<file path="src/rtl/melody_sequencer.sv">
// melody_sequencer: steps through a background-music ROM and overlays short,
// prioritized sound effects, feeding the speaker square-wave generator.
// The generator toggles its output every half_period_o+1 clocks while tone_en_o=1.
// Ports:
//   clk              system clock (25 MHz nominal)
//   rst_n            asynchronous active-low reset
//   play_i           level, 1 = background music enabled
//   sfx_trig_i[1:0]  one-cycle event: 00 none, 01 drop, 10 line clear, 11 game over
//   half_period_o    registered divider value, 0 while silent
//   tone_en_o        registered tone enable
//   note_idx_o[4:0]  registered current music ROM index
//   sfx_busy_o       registered, 1 while a sound effect plays
// Build option: define MELODY_RESUME_EN to keep the ROM index when music is
// paused, so the next play resumes from that entry instead of entry 0.
module melody_sequencer #(
    parameter int unsigned TICK_DIV = 250000,
    parameter int unsigned SONG_LEN = 32,
    parameter int unsigned HP_W     = 16
) (
    input  logic            clk,
    input  logic            rst_n,
    input  logic            play_i,
    input  logic [1:0]      sfx_trig_i,
    output logic [HP_W-1:0] half_period_o,
    output logic            tone_en_o,
    output logic [4:0]      note_idx_o,
    output logic            sfx_busy_o
);

    localparam int unsigned PRE_W = $clog2(TICK_DIV);
    localparam logic [PRE_W-1:0] PRE_LAST = PRE_W'(TICK_DIV - 1);
    localparam logic [4:0]       IDX_LAST = 5'(SONG_LEN - 1);

    // Half-period values for 25 MHz (12.5e6 / f)
    localparam logic [15:0] N_R  = 16'd0;
    localparam logic [15:0] N_A4 = 16'd28409;
    localparam logic [15:0] N_B4 = 16'd25304;
    localparam logic [15:0] N_C5 = 16'd23889;
    localparam logic [15:0] N_D5 = 16'd21283;
    localparam logic [15:0] N_E5 = 16'd18968;
    localparam logic [15:0] N_F5 = 16'd17897;
    localparam logic [15:0] N_G5 = 16'd15944;
    localparam logic [15:0] N_A5 = 16'd14205;

    typedef enum logic [1:0] {ST_IDLE, ST_MUSIC, ST_GAP, ST_SFX} state_e;

    state_e          state_q, state_d;
    logic [PRE_W-1:0] presc_q, presc_d;
    logic [4:0]      note_idx_q, note_idx_d;
    logic [5:0]      dur_cnt_q, dur_cnt_d;
    logic [1:0]      sfx_code_q, sfx_code_d;
    logic [1:0]      sfx_step_q, sfx_step_d;
    logic [2:0]      sfx_tick_q, sfx_tick_d;
    logic [HP_W-1:0] hp_q, hp_d;
    logic            en_q, en_d;
    logic            busy_q, busy_d;
    logic [4:0]      idx_out_q;

    // Music ROM: {half period, duration in ticks}; the last entry is always a rest
    function automatic logic [21:0] rom_entry(input logic [4:0] idx);
        logic [21:0] e;
        case (idx)
            5'd0:  e = {N_E5, 6'd20};
            5'd1:  e = {N_B4, 6'd10};
            5'd2:  e = {N_C5, 6'd10};
            5'd3:  e = {N_D5, 6'd20};
            5'd4:  e = {N_C5, 6'd10};
            5'd5:  e = {N_B4, 6'd10};
            5'd6:  e = {N_A4, 6'd20};
            5'd7:  e = {N_A4, 6'd10};
            5'd8:  e = {N_C5, 6'd10};
            5'd9:  e = {N_E5, 6'd20};
            5'd10: e = {N_D5, 6'd10};
            5'd11: e = {N_C5, 6'd10};
            5'd12: e = {N_B4, 6'd30};
            5'd13: e = {N_C5, 6'd10};
            5'd14: e = {N_D5, 6'd20};
            5'd15: e = {N_E5, 6'd20};
            5'd16: e = {N_C5, 6'd20};
            5'd17: e = {N_A4, 6'd20};
            5'd18: e = {N_A4, 6'd20};
            5'd19: e = {N_R,  6'd10};
            5'd20: e = {N_D5, 6'd30};
            5'd21: e = {N_F5, 6'd10};
            5'd22: e = {N_A5, 6'd20};
            5'd23: e = {N_G5, 6'd10};
            5'd24: e = {N_F5, 6'd10};
            5'd25: e = {N_E5, 6'd30};
            5'd26: e = {N_C5, 6'd10};
            5'd27: e = {N_E5, 6'd20};
            5'd28: e = {N_D5, 6'd10};
            5'd29: e = {N_C5, 6'd10};
            5'd30: e = {N_B4, 6'd20};
            default: e = {N_R, 6'd20};
        endcase
        if (idx == IDX_LAST) e = {N_R, 6'd20};
        return e;
    endfunction

    // Sound-effect tone table indexed by {code, step}
    function automatic logic [15:0] sfx_hp(input logic [1:0] code, input logic [1:0] step);
        logic [15:0] hp;
        case ({code, step})
            4'b01_00: hp = 16'd28409;
            4'b10_00: hp = 16'd28409;
            4'b10_01: hp = 16'd22563;
            4'b10_10: hp = 16'd18968;
            4'b11_00: hp = 16'd18968;
            4'b11_01: hp = 16'd22563;
            4'b11_10: hp = 16'd28409;
            4'b11_11: hp = 16'd37879;
            default:  hp = 16'd0;
        endcase
        return hp;
    endfunction

    function automatic logic [2:0] sfx_last_tick(input logic [1:0] code);
        case (code)
            2'd1:    return 3'd2;
            2'd2:    return 3'd3;
            default: return 3'd7;
        endcase
    endfunction

    function automatic logic [1:0] sfx_last_step(input logic [1:0] code);
        case (code)
            2'd1:    return 2'd0;
            2'd2:    return 2'd2;
            default: return 2'd3;
        endcase
    endfunction

    logic        tick_c;
    logic        sfx_start_c;
    logic [21:0] entry_c;
    logic [15:0] rom_hp_c;
    logic [5:0]  dur_last_c;
    logic [4:0]  idx_next_c;
    logic [4:0]  idx_leave_c;

    assign tick_c     = (presc_q == PRE_LAST);
    assign entry_c    = rom_entry(note_idx_q);
    assign rom_hp_c   = entry_c[21:6];
    // A zero duration plays as a single tick
    assign dur_last_c = (entry_c[5:0] == 6'd0) ? 6'd0 : entry_c[5:0] - 6'd1;
    assign idx_next_c = (note_idx_q == IDX_LAST) ? 5'd0 : note_idx_q + 5'd1;
    // Only a strictly higher code may preempt a running effect
    assign sfx_start_c = (state_q == ST_SFX) ? (sfx_trig_i > sfx_code_q)
                                              : (sfx_trig_i != 2'b00);
`ifdef MELODY_RESUME_EN
    assign idx_leave_c = note_idx_q;
`else
    assign idx_leave_c = 5'd0;
`endif

    // State and output registers
    always_ff @(posedge clk or negedge rst_n) begin
        if (!rst_n) begin
            state_q    <= ST_IDLE;
            presc_q    <= '0;
            note_idx_q <= '0;
            dur_cnt_q  <= '0;
            sfx_code_q <= '0;
            sfx_step_q <= '0;
            sfx_tick_q <= '0;
            hp_q       <= '0;
            en_q       <= 1'b0;
            busy_q     <= 1'b0;
            idx_out_q  <= '0;
        end else begin
            state_q    <= state_d;
            presc_q    <= presc_d;
            note_idx_q <= note_idx_d;
            dur_cnt_q  <= dur_cnt_d;
            sfx_code_q <= sfx_code_d;
            sfx_step_q <= sfx_step_d;
            sfx_tick_q <= sfx_tick_d;
            hp_q       <= hp_d;
            en_q       <= en_d;
            busy_q     <= busy_d;
            idx_out_q  <= note_idx_q;
        end
    end

    // Next-state and counter logic; a trigger takes precedence over a tick
    always_comb begin
        state_d    = state_q;
        presc_d    = tick_c ? '0 : presc_q + PRE_W'(1);
        note_idx_d = note_idx_q;
        dur_cnt_d  = dur_cnt_q;
        sfx_code_d = sfx_code_q;
        sfx_step_d = sfx_step_q;
        sfx_tick_d = sfx_tick_q;
        if (sfx_start_c) begin
            state_d    = ST_SFX;
            sfx_code_d = sfx_trig_i;
            sfx_step_d = '0;
            sfx_tick_d = '0;
        end else begin
            case (state_q)
                ST_IDLE: begin
                    if (play_i) begin
                        state_d   = ST_MUSIC;
                        dur_cnt_d = '0;
                    end
                end
                ST_MUSIC: begin
                    if (!play_i) begin
                        state_d    = ST_IDLE;
                        note_idx_d = idx_leave_c;
                    end else if (tick_c) begin
                        if (dur_cnt_q == dur_last_c) begin
                            state_d   = ST_GAP;
                            dur_cnt_d = '0;
                        end else begin
                            dur_cnt_d = dur_cnt_q + 6'd1;
                        end
                    end
                end
                ST_GAP: begin
                    if (!play_i) begin
                        state_d    = ST_IDLE;
                        note_idx_d = idx_leave_c;
                    end else if (tick_c) begin
                        state_d    = ST_MUSIC;
                        note_idx_d = idx_next_c;
                        dur_cnt_d  = '0;
                    end
                end
                ST_SFX: begin
                    if (tick_c) begin
                        if (sfx_tick_q == sfx_last_tick(sfx_code_q)) begin
                            sfx_tick_d = '0;
                            if (sfx_step_q == sfx_last_step(sfx_code_q)) begin
                                if (play_i) begin
                                    state_d   = ST_MUSIC;
                                    dur_cnt_d = '0;
                                end else begin
                                    state_d    = ST_IDLE;
                                    note_idx_d = idx_leave_c;
                                end
                            end else begin
                                sfx_step_d = sfx_step_q + 2'd1;
                            end
                        end else begin
                            sfx_tick_d = sfx_tick_q + 3'd1;
                        end
                    end
                end
                default: state_d = ST_IDLE;
            endcase
        end
    end

    // Output decode from the current state, registered one cycle later
    always_comb begin
        hp_d   = '0;
        en_d   = 1'b0;
        busy_d = 1'b0;
        case (state_q)
            ST_MUSIC: begin
                hp_d = HP_W'(rom_hp_c);
                en_d = (rom_hp_c != 16'd0);
            end
            ST_SFX: begin
                hp_d   = HP_W'(sfx_hp(sfx_code_q, sfx_step_q));
                en_d   = 1'b1;
                busy_d = 1'b1;
            end
            default: ;
        endcase
    end

    assign half_period_o = hp_q;
    assign tone_en_o     = en_q;
    assign note_idx_o    = idx_out_q;
    assign sfx_busy_o    = busy_q;

endmodule

</file>
<file path="config.mk">
export PLATFORM = sky130hd
export DESIGN_NAME = melody_sequencer
export DESIGN_NICKNAME = d
export VERILOG_FILES = /design/src/rtl/melody_sequencer.sv
export SDC_FILE = /design/constraint.sdc
export NUM_CORES = 1
export LEC_CHECK = 0
export ABC_AREA = 1
export CAP_MARGIN = 0
export CORE_MARGIN = 2
export CORE_UTILIZATION = 60
export DETAILED_ROUTE_END_ITERATION = 8
export PLACE_DENSITY = 0.81
export SYNTH_ARGS = -nofsm -noshare
export SYNTH_HDL_FRONTEND = slang
export SYNTH_SLANG_ARGS = --single-unit
</file>
<file path="constraint.sdc">
create_clock -name clk -period 2.9 [get_ports clk]
set_input_delay 0.29 -clock clk [delete_from_list [all_inputs] [get_ports clk]]
set_output_delay 0.29 -clock clk [all_outputs]
set_load 0.1 [all_outputs]
</file>
==> results of run 1 <==
-- logic make-up after synthesis --
logic type	after synthesis	share of synthesized area, %
flip-flops	61	37.5
AO/OA/AOI/OAI	105	14.2
adder cells (fa/ha/maj)	23	7.06
buffers and inverters	82	8.44
AND/OR/NAND/NOR	266	29.8
XOR/XNOR	14	3.01
-- critical path: cells and delay by family, from the launching register on --
family / cells / cell delay (ps)
DFF: 1 / 380
AOI/OAI and AO/OA: 1 / 220
and+or+nand+nor: 9 / 1050
buffers and inverters: 2 / 360
adders and majority gates: 1 / 300
-- layer usage --
metal,vias up,part of all wire [%]
li1,1861,-
met1,1788,45
met5,-,0
met3,19,5.6
met4,0,2.1
met2,145,48
-- cell type report --
| cell class | instances | area [um^2] |
|---|---|---|
| clock buffer | 9 | 124 |
| clock inverter | 7 | 73.8 |
| inverter | 70 | 265 |
| multi-input combinational | 408 | 2200 |
| sequential | 61 | 1530 |
| tap | 80 | 100 |
| fill | 578 | 2120 |
| timing repair buffer | 35 | 268 |
-- power by group through the flow --
| stage | Clock (mW) | Combinational [mW] | Sequential (mW) |
|---|---|---|---|
| after floorplan | 0 | 1.03 | 1.79 |
| after global placement | 0 | 2.06 | 1.18 |
| after detailed placement | 0 | 2.10 | 1.19 |
| after CTS | 0.777 | 2.11 | 1.17 |
| after global routing | 0.812 | 2.30 | 1.19 |
| final | 0.769 | 2.11 | 1.17 |
-- Yosys cell counts (3+ instances only) --
cell and instances:
ha_1 23, o21ai_1 3, nor2_4 3, nor2_2 7
buf_2 6, inv_2 6, nand3_1 36, or2_2 3
nand3_2 4, nand2_1 138, a21oi_1 26, nand4_1 8
o22ai_1 3, xor2_1 9, buf_4 3, nor3_1 8
a31oi_1 3, o21ai_0 57, inv_1 62, nor2_1 46
dfrtp_1 61, xnor2_1 5, nand2_2 7
-- registers in the layout, summed over array words and instances (netlist names) --
| name | count |
|---|---|
| presc_q | 18 |
| sfx_busy_o | 1 |
| tone_en_o | 1 |
| note_idx_o | 5 |
| sfx_code_q | 2 |
| half_period_o | 16 |
| sfx_step_q | 2 |
| state_q | 2 |
| sfx_tick_q | 3 |
| dur_cnt_q | 6 |
| note_idx_q | 5 |
-- how the worst min path moves through the flow --
stage / depth (start not counted) / endpoint / from / slack, ps
final: 2 / half_period_o[13] / rst_n / 80
after global routing: 2 / note_idx_o[4] / rst_n / 160
after CTS: 2 / note_idx_o[1] / rst_n / 120
after detailed placement: 2 / half_period_o[13] / rst_n / 490
after global placement: 2 / note_idx_o[3] / rst_n / 480
after floorplan: 0 / dur_cnt_q[0] / rst_n / -6
-- stage by stage --
| step | std cells | setup slack, ps |
|---|---|---|
| after floorplan | 551 | 669 |
| after global placement | 654 | 501 |
| after detailed placement | 654 | 523 |
| after CTS | 670 | 495 |
| after global routing | 670 | 252 |
| final | 670 | 466 |
-- layout by cell type, fill, tap and decap left out, types with 9 or more instances in the layout --
cell / netlist / final
nand3_1: 36 / 36
inv_1: 62 / 62
xor2_1: 9 / 9
o21ai_0: 57 / 57
clkbuf_8: 0 / 9
ha_1: 23 / 23
nor2_1: 46 / 46
buf_4: 3 / 31
dfrtp_1: 61 / 61
nand2_1: 138 / 138
a21oi_1: 26 / 26
==> flow_summary.toml, run 1 <==
[setup_path]
path_common_cell = "nor2_1"
r2r_slack_ps = 470
max_stage_delay_ps = 380
required_ps = 3130
r2r_end = "dur_cnt_q[4]"
start_kind = "flop"
r2r-start = "note_idx_q[0]"
cp.arrival_ps = 2670
reg2reg_depth = 13
worstSetupEndpoint = "dur_cnt_q[4]"
cp-startpoint = "note_idx_q[0]"
crit_chain = "buf_4, inv_1, ha_1, nor2_1, nand2_1, nand3_1, nor2_1, nor2_1, nand3_1, nand2_1, nand3_2, a21oi_2, nor2_1"
cp_slowest_cell = "dfrtp_1"
critical_path_class = "reg2reg"
cp-end-kind = "flop"
crit_fanout = 11

[global_route]
grt.met3_usage_pct = 4.48
grt_pass1_vias = 3505
top_usage_layer = "met2"
grt-ovfl-total = 0
grt_pass1_wl_um = 16800
grt_use_met2_pct = 46.4
grt_max_degree = 62
grt_util_all_layers_pct = 29.2
use_met1_pct = 40.2
antenna_found_initial = 0

[floorplanning]
dieArea_um2 = 7470
coreArea_um2 = 6680
die_x_um = 86.4
row_count = 30
io_pins = 28
die_h_um = 86.4
start_util_pct = 61.0

[clocking]
cts.repair.resized = 0
cts_buffers = 9
clock_sinks = 61
cts_hold_buf = 0
cts_post_setup_buffers_inserted = 0
cts_tree = "built"
cts-htree-levels = 3
clkTransAtPathRegs_ps = 80
cts_buffer_depth = 2
clock_latency_ps = 350
clockRootBuffer = "clkbuf_8"

[power]
p_seq_share_pct = 28.9
p_per_area_nw_per_um2 = 888
swShare_pct = 51.5
peakVddDrop_v = 0.000359
leakage_nw = 2.28
total_power_mw = 4.05
p_sw_mw = 2.09
p_comb_share_pct = 52.1
power_frac_clock_pct = 19.0
p_int_mw = 1.96

[timing]
slew_violations = 0
rsz0062_at_grt = "false"
finalClockSkew_ps = 10.8
fin_tns_setup_ps = 0
period_needed_ps = 2430
worst_slew_pin_slew_ps = 759
timing.slew.headroom_pct = 49.4
setup_violations = 0
hold_slack_ps = 77.6
hold_violations = 0
period_share_pct = 83.9
fmax_mhz = 411

[cells_and_area]
post_route_cells_drive_above_1_share_pct = 14.9
antenna_cells = 0
fin_area_um2 = 4560
nets = 613
area_delta_synth_final_pct = 11.9
fin_util_pct = 68.3

[synth]
synth_edf_count = 0
async_reset_ff_share_pct = 100
synth_top_cell_by_area = "dfrtp_1"
ys.flop_type = "dfrtp_1"
synth.distinct_cells = 41
post-synth-top-area-fraction_pct = 37.5
syn_inst = 551
yosys_warnings = 0
synth_seq_cells = 61
syn_avg_cell_area_um2 = 7.40
syn_nets = 579
yosysSeqAreaShare_pct = 37.5
netlist_area_um2 = 4080
synth.area.top_cells = "dfrtp_1 37%, nand2_1 13%, ha_1 7.1%"

[route]
drt_iter0_markers = 288
vias_per_cell = 5.69
wl_um = 10400
wl_per_cell_um = 15.5
drtPass1Iterations = 5
drc = 0
via_count = 3813
ant_nets = 0

[worst_hold_path]
hp-class = "in2async"

[placement]
numPortBuffers = 27
gp_congestion = 0.986
hpwlAfterDp_um = 7890
placed_cell_area_um2 = 4360

[flow_run]
cap_violations = 0

[run_status]
status = "completed"
Power figures use the tool's default switching activity.
==> inputs of run 2 (changes only) <==
--- a/config.mk
+++ b/config.mk
@@ -8,9 +8,9 @@
 export ABC_AREA = 1
 export CAP_MARGIN = 0
 export CORE_MARGIN = 2
-export CORE_UTILIZATION = 60
+export CORE_UTILIZATION = 54
 export DETAILED_ROUTE_END_ITERATION = 8
-export PLACE_DENSITY = 0.81
+export PLACE_DENSITY = 0.77
 export SYNTH_ARGS = -nofsm -noshare
 export SYNTH_HDL_FRONTEND = slang
 export SYNTH_SLANG_ARGS = --single-unit
==> constraint.sdc (replaced) <==
create_clock -name clk -period 2.2 [get_ports clk]
set_input_delay 0.22 -clock clk [delete_from_list [all_inputs] [get_ports clk]]
set_output_delay 0.22 -clock clk [all_outputs]
set_load 0.1 [all_outputs]
==> run 2 against run 1 <==
Flip-flop and latch count stayed put; routed wire length is 0.97% lower; total power is 38% higher; worst hold slack better by 320 ps; register-to-register slack worse by 400 ps; utilization is 0.10 points higher; critical path depth is 2 higher; clock skew is 4.1 ps lower; combinational power is 45% higher.
==> flow_summary.toml, run 2 (synthesized netlist as in run 1, its figures left out) <==
[cells_and_area]
nets = 650
regArea_um2 = 1530
largest_register = "presc_q"
multi_input_area_um2 = 2310
post_route_cells_drive_above_1_share_pct = 22.8
stdcell_count = 726
final_common_cell = "nand2_1"
area_delta_synth_final_pct = 22.4
layout_common_cells = "132 x nand2_1, 66 x buf_4, 59 x inv_1, 59 x dfrtp_1, 53 x o21ai_0"
nFillCells = 641
fin_area_um2 = 4990
antenna_cells = 0
largest_reg_flops = 18
fin_util_pct = 68.4

[setup_path]
critical_path_class = "reg2reg"
cp-end-kind = "flop"
cp-startpoint = "note_idx_q[1]"
start_kind = "flop"
r2r-start = "note_idx_q[1]"
crit_fanout = 5
cp.arrival_ps = 2360
required_ps = 2430

[power]
peakVddDrop_v = 0.000531
p_int_mw = 2.80
p_comb_share_pct = 54.8
p_sw_mw = 2.78
leakage_nw = 2.46
swShare_pct = 49.8
p_seq_share_pct = 27.6
power_frac_clock_pct = 17.6
p_per_area_nw_per_um2 = 1120

[floorplanning]
io_pins = 28
dieArea_um2 = 8260
coreArea_um2 = 7290
die_h_um = 90.9
die_x_um = 90.9
row_count = 31
start_util_pct = 55.9

[clocking]
clock_latency_ps = 340
clockRootBuffer = "clkbuf_8"
cts_buffer_depth = 2
cts_buffers = 9
clock_sinks = 61
cts-htree-levels = 3
clkTransAtPathRegs_ps = 70
cts_tree = "built"

[placement]
placed_cell_area_um2 = 4640
dp.cells = 704
numPortBuffers = 27
gp_congestion = 1.01
hpwlAfterDp_um = 7850

[timing]
fmax_mhz = 470
period_share_pct = 96.8
worst_slew_pin_slew_ps = 479
setup_violations = 0
period_needed_ps = 2130
rsz0062_at_grt = "true"
finalClockSkew_ps = 6.69
hold_violations = 0
slew_violations = 0
timing.slew.headroom_pct = 67.8

[global_route]
grt_util_all_layers_pct = 25.8
grt_pass1_vias = 3719
grt_pass1_wl_um = 17100
grt-ovfl-total = 0
grt_max_degree = 62
antenna_found_initial = 0

[route]
drtPass1Iterations = 5
drt_iter0_markers = 316
vias_per_cell = 5.44
ant_nets = 0
via_count = 3953
wl_per_cell_um = 14.2
wl_um = 10300
drc = 0

[worst_hold_path]
hp-class = "in2async"

[flow_run]
cap_violations = 0

[run_status]
status = "completed"
[run 2: area by class of cell]
type	count	area share (%)
clock buffer	11	2.84
multi-input combinational	408	46.4
timing repair buffer	72	11.2
clock inverter	5	1.00
inverter	70	5.37
sequential	61	30.7
tap	99	2.48
[run 2: worst paths after layout]
check / endpoint / slack, ps / cells after the start
min: note_idx_o[4] / 400 / 3
min in group clk: presc_q[13] / 500 / 1
max in group asynchronous: note_idx_q[1] / 1490 / 3
max reg2reg: dur_cnt_q[2] / 70 / 15
min reg2reg: presc_q[13] / 500 / 1
max: dur_cnt_q[2] / 70 / 15
[run 2: power groups by stage]
stage	logic, mW	clock network [mW]	registers (mW)
3_3_place_gp	2.88	0	1.55
5_1_grt	3.33	1.05	1.57
2_1_floorplan	1.36	0	2.37
3_5_place_dp	2.95	0	1.56
6_report	3.06	0.982	1.54
4_1_cts	2.97	0.999	1.54
[run 2: timing repair]
item / in CTS / in global routing
resized for setup: 2 / 28
pin swaps: 1 / 14
hold buffers: 1 / 0
hold endpoints to repair: 61 / 0
setup endpoints to repair: 7 / 16
setup buffers: 0 / 5
gates cloned: 0 / 0
[run 2: stage by stage]
stage	setup slack (ps)	TNS, ps	total power, mW	hold slack (ps)
2_1_floorplan	4.28	0	3.72	-75.6
3_3_place_gp	21.9	0	4.44	252
3_5_place_dp	-97.9	-387	4.51	253
4_1_cts	8.70	0	5.51	426
5_1_grt	-64.1	-357	5.95	436
6_report	70.1	0	5.58	401
[run 2: worst max-delay path: stages, from the launching register on]
cell     delay (ps)
dfrtp_2         460
buf_4           160
buf_4           160
ha_4            170
nand2_2          70
nand2_2          60
nand2_2          80
inv_1            40
nor2_1           80
nor2_1           70
nand2_1          60
nand2_1          60
nor2_2          140
nand3_4         130
a21oi_4         220
nor2_1           60
[run 2: metal layers]
metal | wire length, um | part of all wire (%) | track usage [%]
met1 | 4460 | 43 | 32.9
met2 | 5020 | 49 | 44.5
met3 | 536 | 5.2 | 5.09
met4 | 266 | 2.6 | 7.95
met5 | 0 | 0 | 0
